## src/rtl/craft_dec_serial_core_pkg.sv

```systemverilog
// Shared encodings, FSM states and index helpers for the nibble-serial
// CRAFT decryption-direction state engine.
package craft_dec_serial_core_pkg;

  localparam logic [1:0] PH_IDLE = 2'd0;
  localparam logic [1:0] PH_SUB  = 2'd1;
  localparam logic [1:0] PH_PN   = 2'd2;
  localparam logic [1:0] PH_MIX  = 2'd3;

  localparam logic [1:0] OP_LOAD = 2'd0;
  localparam logic [1:0] OP_SUB  = 2'd1;
  localparam logic [1:0] OP_PN   = 2'd2;
  localparam logic [1:0] OP_MIX  = 2'd3;

  localparam int SUB_LEN = 16;
  localparam int MIX_LEN = 4;

  // Nibble i of this constant is the source index for destination nibble i.
  localparam logic [63:0] PN_TABLE = 64'hFCDEA98B65471230;

  typedef enum logic [2:0] {
    ST_IDLE = 3'd0,
    ST_SUB  = 3'd1,
    ST_PN   = 3'd2,
    ST_MIX  = 3'd3,
    ST_DONE = 3'd4
  } fsm_e;

  // Nibble 0 is the most significant nibble of the 64-bit state.
  function automatic int nib_lsb(input int idx);
    return (32'sd15 - idx) * 32'sd4;
  endfunction

endpackage

```

## src/rtl/craft_dec_serial_core_if.sv

```systemverilog
// Start/result handshake and external-transform nibble bus of the
// CRAFT decryption state engine.
interface craft_dec_serial_core_if #(
  parameter int RW = 5
);
  logic          start;
  logic [63:0]   ciphertext;
  logic          ready;
  logic [3:0]    in;
  logic [3:0]    out;
  logic [1:0]    phase;
  logic [RW-1:0] round;
  logic          done;
  logic          ack;
  logic [63:0]   state_registers;

  modport master (
    output start, ciphertext, in, ack,
    input  ready, out, phase, round, done, state_registers
  );

  modport slave (
    input  start, ciphertext, in, ack,
    output ready, out, phase, round, done, state_registers
  );
endinterface

```

## src/rtl/craft_inv_state_register.sv

```systemverilog
// 64-bit nibble state register: load, serial S-box rotation, nibble
// permutation and reverse column feed, selected by op_i.
module craft_inv_state_register
  import craft_dec_serial_core_pkg::*;
(
  input  logic        clk,
  input  logic        rst_n,
  input  logic        ce_i,
  input  logic [1:0]  op_i,
  input  logic [3:0]  in_i,
  input  logic [63:0] ciphertext_i,
  output logic [3:0]  out_o,
  output logic [63:0] state_o
);

  logic [63:0] state_q;
  logic [63:0] state_d;

  // Next-state selection for the requested operation.
  always_comb begin
    state_d = state_q;
    case (op_i)
      OP_LOAD: state_d = ciphertext_i;
      OP_SUB:  state_d = {state_q[59:0], in_i};
      OP_PN: begin
        for (int i = 0; i < 16; i++) begin
          state_d[nib_lsb(i) +: 4] =
            state_q[nib_lsb(int'(PN_TABLE[nib_lsb(i) +: 4])) +: 4];
        end
      end
      OP_MIX: begin
        // Column 3 shifts one nibble toward n15; the transformed nibble enters at n3.
        state_d[nib_lsb(15) +: 4] = state_q[nib_lsb(11) +: 4];
        state_d[nib_lsb(11) +: 4] = state_q[nib_lsb(7) +: 4];
        state_d[nib_lsb(7) +: 4]  = state_q[nib_lsb(3) +: 4];
        state_d[nib_lsb(3) +: 4]  = in_i;
      end
      default: state_d = state_q;
    endcase
  end

  // State register.
  always_ff @(posedge clk or negedge rst_n) begin
    if (!rst_n) begin
      state_q <= 64'd0;
    end else if (ce_i) begin
      state_q <= state_d;
    end
  end

  // MIX feeds n15 outward; every other op presents n0.
  always_comb begin
    if (op_i == OP_MIX) begin
      out_o = state_q[nib_lsb(15) +: 4];
    end else begin
      out_o = state_q[nib_lsb(0) +: 4];
    end
  end

  assign state_o = state_q;

endmodule

```

## src/rtl/craft_dec_serial_core.sv

```systemverilog
// CRAFT decryption-direction sequencer: start/done handshakes, round and
// step counters around the nibble-serial state register.
module craft_dec_serial_core
  import craft_dec_serial_core_pkg::*;
#(
  parameter int ROUNDS = 32,
  parameter int RW     = 5
) (
  input  logic                    clk,
  input  logic                    rst_n,
  input  logic                    ce,
  craft_dec_serial_core_if.slave  bus
);

  localparam logic [RW-1:0] LAST_ROUND = RW'(ROUNDS - 1);
  localparam logic [3:0]    SUB_LAST   = 4'(SUB_LEN - 1);
  localparam logic [3:0]    MIX_LAST   = 4'(MIX_LEN - 1);

  fsm_e          state_q, state_d;
  logic [3:0]    step_q, step_d;
  logic [RW-1:0] round_q, round_d;
  logic          reg_en_s;
  logic [1:0]    reg_op_s;
  logic [1:0]    phase_s;

  // FSM and counter registers; ce low freezes everything.
  always_ff @(posedge clk or negedge rst_n) begin
    if (!rst_n) begin
      state_q <= ST_IDLE;
      step_q  <= 4'd0;
      round_q <= '0;
    end else if (ce) begin
      state_q <= state_d;
      step_q  <= step_d;
      round_q <= round_d;
    end
  end

  // Next-state, counter updates and state-register op select.
  always_comb begin
    state_d  = state_q;
    step_d   = step_q;
    round_d  = round_q;
    reg_en_s = 1'b0;
    reg_op_s = OP_LOAD;
    case (state_q)
      ST_IDLE: begin
        if (bus.start) begin
          state_d  = ST_SUB;
          step_d   = 4'd0;
          round_d  = '0;
          reg_en_s = 1'b1;
          reg_op_s = OP_LOAD;
        end else begin
          state_d = ST_IDLE;
        end
      end
      ST_SUB: begin
        reg_en_s = 1'b1;
        reg_op_s = OP_SUB;
        if (step_q == SUB_LAST) begin
          state_d = ST_PN;
          step_d  = 4'd0;
        end else begin
          step_d = step_q + 4'd1;
        end
      end
      ST_PN: begin
        reg_en_s = 1'b1;
        reg_op_s = OP_PN;
        state_d  = ST_MIX;
        step_d   = 4'd0;
      end
      ST_MIX: begin
        reg_en_s = 1'b1;
        reg_op_s = OP_MIX;
        if (step_q == MIX_LAST) begin
          step_d = 4'd0;
          if (round_q == LAST_ROUND) begin
            state_d = ST_DONE;
          end else begin
            state_d = ST_SUB;
            round_d = round_q + RW'(1);
          end
        end else begin
          step_d = step_q + 4'd1;
        end
      end
      ST_DONE: begin
        if (bus.ack) begin
          state_d = ST_IDLE;
        end else begin
          state_d = ST_DONE;
        end
      end
      default: begin
        state_d = ST_IDLE;
        step_d  = 4'd0;
        round_d = '0;
      end
    endcase
  end

  // Phase code presented to the external transform logic.
  always_comb begin
    case (state_q)
      ST_SUB:  phase_s = PH_SUB;
      ST_PN:   phase_s = PH_PN;
      ST_MIX:  phase_s = PH_MIX;
      default: phase_s = PH_IDLE;
    endcase
  end

  craft_inv_state_register u_state (
    .clk          (clk),
    .rst_n        (rst_n),
    .ce_i         (ce && reg_en_s),
    .op_i         (reg_op_s),
    .in_i         (bus.in),
    .ciphertext_i (bus.ciphertext),
    .out_o        (bus.out),
    .state_o      (bus.state_registers)
  );

  assign bus.ready = (state_q == ST_IDLE);
  assign bus.done  = (state_q == ST_DONE);
  assign bus.phase = phase_s;
  assign bus.round = round_q;

endmodule

```

## src/flat_wrapper.sv

```systemverilog
// flat-port wrapper written by rule: the top's interface ports become plain ports
module craft_dec_serial_core_flat import craft_dec_serial_core_pkg::*;
#(
  parameter int ROUNDS = 32,
  parameter int RW     = 5
)
  (clk, rst_n, ce, bus_start, bus_ciphertext, bus_in, bus_ack, bus_ready, bus_out, bus_phase, bus_round, bus_done, bus_state_registers);
  craft_dec_serial_core_if #(.RW(RW)) bus_i ();
  input  logic clk;
  input  logic rst_n;
  input  logic ce;
  input wire logic [$bits(bus_i.start)-1:0] bus_start;
  input wire logic [$bits(bus_i.ciphertext)-1:0] bus_ciphertext;
  input wire logic [$bits(bus_i.in)-1:0] bus_in;
  input wire logic [$bits(bus_i.ack)-1:0] bus_ack;
  output wire logic [$bits(bus_i.ready)-1:0] bus_ready;
  output wire logic [$bits(bus_i.out)-1:0] bus_out;
  output wire logic [$bits(bus_i.phase)-1:0] bus_phase;
  output wire logic [$bits(bus_i.round)-1:0] bus_round;
  output wire logic [$bits(bus_i.done)-1:0] bus_done;
  output wire logic [$bits(bus_i.state_registers)-1:0] bus_state_registers;
  assign bus_i.start = bus_start;
  assign bus_i.ciphertext = bus_ciphertext;
  assign bus_i.in = bus_in;
  assign bus_i.ack = bus_ack;
  assign bus_ready = bus_i.ready;
  assign bus_out = bus_i.out;
  assign bus_phase = bus_i.phase;
  assign bus_round = bus_i.round;
  assign bus_done = bus_i.done;
  assign bus_state_registers = bus_i.state_registers;
  craft_dec_serial_core #(.ROUNDS(ROUNDS), .RW(RW)) u_core (.clk(clk), .rst_n(rst_n), .ce(ce), .bus(bus_i));
endmodule
```

## config.mk

```make
export PLATFORM = sky130hd
export DESIGN_NAME = craft_dec_serial_core_flat
export DESIGN_NICKNAME = d
export VERILOG_FILES = /design/src/rtl/craft_dec_serial_core_pkg.sv /design/src/rtl/craft_dec_serial_core_if.sv /design/src/rtl/craft_inv_state_register.sv /design/src/rtl/craft_dec_serial_core.sv /design/src/flat_wrapper.sv
export SDC_FILE = /design/constraint.sdc
export NUM_CORES = 1
export LEC_CHECK = 0
export ABC_AREA = 0
export BUFFER_PORTS_ARGS = -buffer_cell sky130_fd_sc_hd__buf_2
export CORE_ASPECT_RATIO = 0.5
export CORE_MARGIN = 2
export CORE_UTILIZATION = 40
export DETAILED_ROUTE_END_ITERATION = 6
export PLACE_DENSITY = 0.66
export SYNTH_ARGS = -nofsm -noshare
export SYNTH_HDL_FRONTEND = slang
export SYNTH_SLANG_ARGS = --single-unit
```

## constraint.sdc

```tcl
create_clock -name clk -period 4.52 [get_ports clk]
set_input_delay 0.904 -clock clk [delete_from_list [all_inputs] [get_ports clk]]
set_output_delay 0.904 -clock clk [all_outputs]
set_load 0.005 [all_outputs]
```

==> results_dict.tcl, run 1 <==
set metrics [dict create \
    clock_sinks 76 \
    hold_depth 2 \
    critPathCaptureType "output pin" \
    grt_use_total 0.2270 \
    netSwitchingFraction 0.4251 \
    syn_area_per_cell_um2 8.361 \
    portBuffers 149 \
    p_seq_frac 0.366 \
    slowest_delay_ns 0.72 \
    totalWireLength_um 13700 \
    start_util 0.4076 \
    synthTopCellsByArea "dfrtp_1, a22oi_1, o21ai_0, nand2_1, a21oi_1" \
    grt_pass1_wl_um 21770 \
    yosysSeqAreaShare 0.4276 \
    min_from "u_core.step_q[1]" \
    worstPathRequired_ns 3.62 \
    ant_nets 0 \
    setup_slack_ns 1.469 \
    post_cts_buffers 0 \
    clockPowerShare 0.212 \
    syn_inst 532 \
    grt_max_degree 97 \
    synth_enable_flop_cells 0 \
    fin_nets 729 \
    tightest_slew_ns 1.164 \
    htree_levels 3 \
    pre_cts_slack_ns 1.825 \
    numCtsBuffers 9 \
    die_x_um 153.1 \
    synth_top_area_frac 0.4276 \
    max_freq_mhz 327.8 \
    antenna_found_initial 0 \
    synth-seq-cells 76 \
    p_int_w 0.002123 \
    final-hold-violation-count 0 \
    arrival_ns 2.15 \
    final_area_um2 5528 \
    diodes 0 \
    reg2reg_slack_ns 1.81 \
    start_kind "flip-flop" \
    final-setup-viol-count 0 \
    hold_end "u_core.step_q[1]" \
    regArea_um2 1902 \
    finClkSkew_ns 0.007190 \
    drive_above_1_share 0.2768 \
    peakVddDrop_mv 0.2638 \
    fin_crit_sh 0.6749 \
    async_flop_share 1.000 \
    drc_errors 0 \
    p_sw_w 0.001570 \
    areaGrowthSynthToFinish_pct 24.28 \
    multi_input_area_um2 2257 \
    rsz0062_at_grt "no" \
    post_cts_resized 0 \
    hold_path.class "flip-flop to flip-flop" \
    syn_area_um2 4448 \
    cpMaxStageDelayCell "and3b_1" \
    cts_tree "done" \
    final_cell_mix "buf_2, dfrtp_1, nand2_1, o21ai_0" \
    synth_area_leader_cell "dfrtp_1" \
    die_h_um 78.57 \
    yosysWarningCount 0 \
    synth_flop_cell "dfrtp_1" \
    dr_total_vias 4471 \
    layout_commonest_cell "buf_2" \
    clkTransAtPathRegs_ns 0.06 \
    rows 27 \
    r2r_start "u_core.state_q[1]" \
    drtIter0Drc 337 \
    rr_endpoint "u_core.u_state.state_o[51]" \
    viasPerCell 5.596 \
    drv_cap 0 \
    p_comb_frac 0.422 \
    rr_worst_depth 8 \
    dpl_cell_area_um2 5209 \
    wl_per_cell_um 17.14 \
    grt_pass1_vias 4183 \
    critPathMaxFanout 20 \
    critPathTopFamily "simple AND/OR/NAND/NOR gates" \
    path_cells "and3b_1 > mux2_2 > buf_2" \
    io_pins 150 \
    ys_types 45 \
    finalWeightedCongestion 0.8759 \
    p_leak_nw 2.681 \
    power_density_nw_per_um2 668.0 \
    final_max_slew_viol_count 0 \
    fin_tns_setup_ns 0 \
    core_um2 10910 \
    dr.pass1.iters 5 \
    path_class "flip-flop to output pin" \
    path_buf_inv 1 \
    clock_latency_ns 0.34 \
    post-route-min-period_ns 3.051 \
    cts-hold-fix-buffers 0 \
    ctsRootBufferMaster "clkbuf_16" \
    relSlewSlack 0.2239 \
    outcome "finished, final reports clean" \
    clock_path_buffers 2 \
    dp_hpwl_um 9495 \
    fill_cells 1066 \
    die_area_um2 12030 \
    syn_nets 612 \
    grt_overflow 0 \
]
power by group through the flow:
stage	registers, W	clock network (W)	logic, W
after CTS	0.00134	0.000798	0.00157
final	0.00135	0.000782	0.00156
after floorplan	0.00123	0	0.00105
after detailed placement	0.00135	0	0.00156
after global placement	0.00135	0	0.00153
after global routing	0.00139	0.000817	0.00177
per-stage QoR:
| stage | cells | utilization | hold WS, ns | total power [W] |
|---|---|---|---|---|
| floorplan | 532 | - | 0.4759 | 0.002287 |
| CTS | 799 | 0.5066 | 0.5267 | 0.003706 |
| global route | 799 | 0.5066 | 0.5563 | 0.003984 |
| detailed placement | 783 | 0.4774 | 0.5174 | 0.002908 |
| global placement | 783 | 0.4774 | 0.4954 | 0.002877 |
| finish | 799 | 0.5066 | 0.5243 | 0.003693 |
tightest hold or removal path, stage by stage, from the launching register on:
cell and delay (ns):
dfrtp_1 0.37, nand2_1 0.05, o21ai_0 0.07
state kept, by name, summed over array words and instances, names as in the netlist:
signal / count
u_core.u_state.state_o: 64
u_core.step_q: 4
u_core.bus.round: 5
u_core.state_q: 3
synth_stat cells (4+ instances only):
cell type,instances
buf_2,7
nand2b_1,4
a21o_1,12
mux2_2,4
a221oi_1,28
buf_4,8
clkbuf_1,28
inv_1,22
ha_1,7
nand2_1,71
nor2b_1,7
a22oi_1,48
nor2_1,53
o21ai_0,56
a21oi_1,53
dfrtp_1,76
o31ai_1,7
buf_1,4
worst max-delay path by stage:
stage / depth (start not counted) / from / endpoint
6_report: 3 / u_core.state_q[0] / bus_out[0]
5_1_grt: 3 / u_core.state_q[0] / bus_out[0]
4_1_cts: 3 / u_core.state_q[0] / bus_out[3]
3_5_place_dp: 3 / u_core.state_q[0] / bus_out[3]
3_3_place_gp: 3 / u_core.state_q[0] / bus_out[3]
2_1_floorplan: 5 / u_core.state_q[1] / bus_out[0]
per-layer routing:
layer  wire length (um)  global-route usage
met5                  0                   0
met1               6264              0.3042
met2               6470              0.3705
met3                746             0.04859
met4                214             0.07130
cell type report:
type                       instances  share of cell area
clock inverter                     4             0.01313
inverter                          22             0.01494
clock buffer                      12             0.04459
timing repair buffer             154              0.1421
tap                              145             0.03282
sequential                        76              0.3440
multi-input combinational        386              0.4083
cells by family (layout without fill, tap and decap cells):
kind of cell,Yosys count,count (layout),share of synthesized area
compound gates,220,220,0.3190
fa+ha+maj,7,7,0.01969
buf+inv,70,192,0.06807
flops,76,76,0.4276
mux,4,4,0.01013
simple gates,155,155,0.1556
Power figures use the tool's default switching activity.
==> run 2: changes to the inputs <==
PLACE_DENSITY = 0.68   (was 0.66)
clock period = 2.56 ns   (was 4.52 ns; I/O delays follow)
==> results_dict.tcl, run 2 (synthesis gave the netlist of run 1 again) <==
set metrics [dict create \
    antenna_found_initial 0 \
    io_pins 150 \
    fin_crit_sh 0.9433 \
    final-hold-violation-count 0 \
    wl_per_cell_um 17.46 \
    drtIter0Drc 308 \
    largest_reg_flops 64 \
    clock_sinks 76 \
    dr_total_vias 4563 \
    grt_use_total 0.2309 \
    totalWireLength_um 14160 \
    relSlewSlack 0.6183 \
    start_kind "flip-flop" \
    clkTransAtPathRegs_ns 0.06 \
    drc_errors 0 \
    peakVddDrop_mv 0.6195 \
    p_sw_w 0.002811 \
    ctsRootBufferMaster "clkbuf_16" \
    tightest_slew_ns 0.5725 \
    outcome "finished, final reports clean" \
    start_util 0.4076 \
    final_area_um2 5658 \
    grt_pass1_wl_um 22080 \
    drive_above_1_share 0.2898 \
    post_cts_buffers 0 \
    viasPerCell 5.626 \
    final-setup-viol-count 0 \
    grt_max_degree 97 \
    arrival_ns 1.90 \
    clockPowerShare 0.206 \
    path_class "flip-flop to output pin" \
    rows 27 \
    reg2reg_slack_ns 0.27 \
    dpl_cell_area_um2 5351 \
    die_x_um 153.1 \
    post_cts_resized 0 \
    finalWeightedCongestion 0.8895 \
    htree_levels 3 \
    dr.pass1.iters 5 \
    worstPathRequired_ns 2.05 \
    critPathMaxFanout 11 \
    die_area_um2 12030 \
    post-route-min-period_ns 2.415 \
    fin_nets 743 \
    p_int_w 0.003832 \
    areaGrowthSynthToFinish_pct 27.20 \
    portBuffers 149 \
    final_cell_mix "buf_2, dfrtp_1, nand2_1, o21ai_0" \
    clock_path_buffers 2 \
    diodes 0 \
    hold-worst-slack_ns 0.1352 \
    final_max_slew_viol_count 0 \
    cts-hold-fix-buffers 0 \
    critPathCaptureType "output pin" \
    power_density_nw_per_um2 1174 \
    drv_cap 0 \
    grt_overflow 0 \
    ant_nets 0 \
    finClkSkew_ns 0.008167 \
    rsz0062_at_grt "no" \
    layout_commonest_cell "buf_2" \
    dp_hpwl_um 9796 \
    p_leak_nw 2.761 \
    fin_tns_setup_ns 0 \
    numCtsBuffers 9 \
    fill_cells 1056 \
    core_um2 10910 \
    netSwitchingFraction 0.4231 \
    grt_pass1_vias 4078 \
    clock_latency_ns 0.34 \
    cts_tree "done" \
    max_freq_mhz 414.1 \
    p_comb_frac 0.434 \
    die_h_um 78.57 \
    hold_path.class "input port to asynchronous set/reset pin" \
    p_seq_frac 0.361 \
]
==> run 2: cell count changes in the layout (fill, tap and decap cells not counted), sizes merged <==
cell / previous run / this run
buf: 154 / 168
clkinv: 1 / 0
clkinvlp: 1 / 0
==> run 2: cell type report <==
class	count	area, um2	share of cell area
sequential	76	1902	0.3361
tap	145	181.4	0.03207
inverter	22	82.58	0.01460
clock inverter	2	60.06	0.01061
timing repair buffer	168	928.4	0.1641
clock buffer	12	246.5	0.04356
multi-input combinational	386	2257	0.3989
==> run 2: power by group through the flow <==
stage          Clock, W  Combinational, W  Sequential (W)
2_1_floorplan         0           0.00186         0.00218
6_report        0.00137           0.00288         0.00240
5_1_grt         0.00144           0.00323         0.00245
4_1_cts         0.00138           0.00289         0.00238
3_3_place_gp          0           0.00283         0.00240
3_5_place_dp          0           0.00287         0.00239
==> run 2: path summary, 6_finish.rpt <==
kind | startpoint | to | depth (start not counted)
min | rst_n | u_core.u_state.state_o[11] | 1
min reg2reg | u_core.step_q[1] | u_core.step_q[1] | 2
max | u_core.state_q[2] | bus_out[1] | 4
max reg2reg | u_core.bus.round[0] | u_core.bus.round[3] | 7
max in group asynchronous | rst_n | u_core.state_q[1] | 2
min in group clk | bus_ciphertext[59] | u_core.u_state.state_o[59] | 3
==> run 2: critical path, cell delays in order (launching register included) <==
cell	delay [ns]
dfrtp_1	0.38
buf_4	0.17
and3b_1	0.49
mux2_2	0.40
buf_2	0.13
==> run 2: routing by layer <==
metal | track usage | routed length [um] | vias up
met2 | 0.3576 | 6682 | 160
met1 | 0.3259 | 6398 | 2199
li1 | - | - | 2180
met3 | 0.05025 | 848 | 24
met4 | 0.06667 | 234 | 0
met5 | 0 | 0 | -
==> run 2: through the flow <==
| stage | power [W] | utilization | setup WS (ns) | cells |
|---|---|---|---|---|
| 6_report | 0.006643 | 0.5185 | 0.1452 | 811 |
| 5_1_grt | 0.007124 | 0.5185 | 0.04430 | 811 |
| 4_1_cts | 0.006648 | 0.5185 | 0.1423 | 811 |
| 3_5_place_dp | 0.005266 | 0.4904 | 0.2947 | 797 |
| 3_3_place_gp | 0.005225 | 0.4904 | 0.3601 | 797 |
| 2_1_floorplan | 0.004038 | - | 0.4209 | 532 |
==> run 3: changes to the inputs <==
CTS_CLUSTER_DIAMETER = 50   (was default)
RECOVER_POWER = 25   (was default)
==> results_dict.tcl, run 3 (synthesis gave the netlist of run 1 again) <==
set metrics [dict create \
    fill_cells 1056 \
    outcome "finished, violations left" \
    drtIter0Drc 299 \
    die_x_um 153.1 \
    die_area_um2 12030 \
    p_sw_w 0.002810 \
    setup_slack_ns 0.1452 \
    fin_tns_setup_ns 0 \
    numCtsBuffers 9 \
    start_kind "flip-flop" \
    multi_input_area_um2 2257 \
    largest_reg_flops 64 \
    final_max_slew_viol_count 35 \
    ant_nets 0 \
    fin_crit_sh 0.9433 \
    p_leak_nw 2.758 \
    rr_worst_depth 7 \
    final_cell_mix "buf_2, dfrtp_1, nand2_1, o21ai_0" \
    rr_endpoint "u_core.bus.round[3]" \
    post-route-min-period_ns 2.415 \
    reg2reg_slack_ns 0.27 \
    tightest_slew_ns 2.081 \
    clockPowerShare 0.206 \
    dp.cells 797 \
    arrival_ns 1.90 \
    totalWireLength_um 14160 \
    fin_nets 743 \
    p_comb_frac 0.434 \
    post_cts_buffers 0 \
    worstPathRequired_ns 2.05 \
    fin_cells 811 \
    post_cts_resized 0 \
    grt_overflow 0 \
    die_h_um 78.57 \
    grt_pass1_vias 4078 \
    clock_path_buffers 2 \
    clkTransAtPathRegs_ns 0.06 \
    p_seq_frac 0.361 \
    final_area_um2 5654 \
    dr.pass1.iters 5 \
    max_freq_mhz 414.1 \
    r2r_start "u_core.bus.round[0]" \
    netSwitchingFraction 0.4231 \
    ctsRootBufferMaster "clkbuf_16" \
    layout_commonest_cell "buf_2" \
    slowest_delay_ns 0.49 \
    cpMaxStageDelayCell "and3b_1" \
    grt_pass1_wl_um 22080 \
    critPathCaptureType "output pin" \
    finClkSkew_ns 0.008167 \
    crit_start "u_core.state_q[2]" \
    drc_errors 0 \
    power_density_nw_per_um2 1175 \
    io_pins 150 \
    grt_use_total 0.2309 \
    critical_path.endpoint "bus_out[1]" \
    areaGrowthSynthToFinish_pct 27.12 \
    core_um2 10910 \
    drive_above_1_share 0.2883 \
    violations "capacitance limit, slew limit" \
    final-hold-violation-count 0 \
    hold_path.class "input port to flip-flop" \
    cts_tree "done" \
    clock_sinks 76 \
    pre_cts_slack_ns 0.2947 \
    critPathMaxFanout 11 \
    grt_max_degree 97 \
    start_util 0.4076 \
    htree_levels 3 \
    regArea_um2 1902 \
    rsz0062_at_grt "no" \
    hold_depth 3 \
    rows 27 \
    p_int_w 0.003832 \
    diodes 0 \
    finalWeightedCongestion 0.8895 \
    peakVddDrop_mv 0.6195 \
    dr_total_vias 4557 \
    antenna_found_initial 0 \
    final-setup-viol-count 0 \
    portBuffers 149 \
    viasPerCell 5.619 \
    cts-hold-fix-buffers 0 \
    wl_per_cell_um 17.45 \
    relSlewSlack -0.3876 \
    dpl_cell_area_um2 5351 \
    dp_hpwl_um 9796 \
    drv_cap 1 \
    path_class "flip-flop to output pin" \
    path_cells "buf_4 > and3b_1 > mux2_2 > buf_2" \
    clock_latency_ns 0.34 \
]
-- run 3: stage by stage --
step,utilization,hold slack [ns],power (W)
after floorplan,-,0.2164,0.004038
after global placement,0.4904,0.4932,0.005225
after detailed placement,0.4904,0.5071,0.005266
after CTS,0.5185,0.1520,0.006648
after global routing,0.5182,0.4621,0.007124
final,0.5182,0.4534,0.006641
-- run 3: power by group through the flow --
stage	registers (W)	logic (W)	clock network, W
after floorplan	0.00218	0.00186	0
after global placement	0.00240	0.00283	0
after detailed placement	0.00239	0.00287	0
after CTS	0.00238	0.00289	0.00138
after global routing	0.00245	0.00323	0.00144
final	0.00239	0.00288	0.00137
-- run 3: per-layer routing --
metal	share of wire	track usage	up-vias
li1	-	-	2181
met1	0.45	0.3259	2191
met2	0.47	0.3576	161
met3	0.060	0.05025	24
met4	0.017	0.06667	0
met5	0	0	-
-- run 3: critical path, delay by kind of cell (launching register included) --
kind / cells / cell delay (ns)
flip-flops: 1 / 0.38
AND/OR/NAND/NOR: 1 / 0.49
multiplexers: 1 / 0.40
buffers and inverters: 2 / 0.30
-- run 3: worst min-delay path by stage --
stage / startpoint / end / slack (ns)
after floorplan: rst_n / u_core.bus.round[0] / 0.22
after global placement: u_core.step_q[1] / u_core.step_q[1] / 0.49
after detailed placement: rst_n / u_core.u_state.state_o[47] / 0.51
after CTS: rst_n / u_core.u_state.state_o[15] / 0.15
after global routing: bus_ciphertext[21] / u_core.u_state.state_o[21] / 0.46
final: bus_ciphertext[59] / u_core.u_state.state_o[59] / 0.45
-- run 3: final cells by class --
class,count,share of cell area
tap,145,0.03209
sequential,76,0.3364
clock buffer,12,0.04359
timing repair buffer,168,0.1635
inverter,22,0.01461
multi-input combinational,386,0.3992
clock inverter,2,0.01062
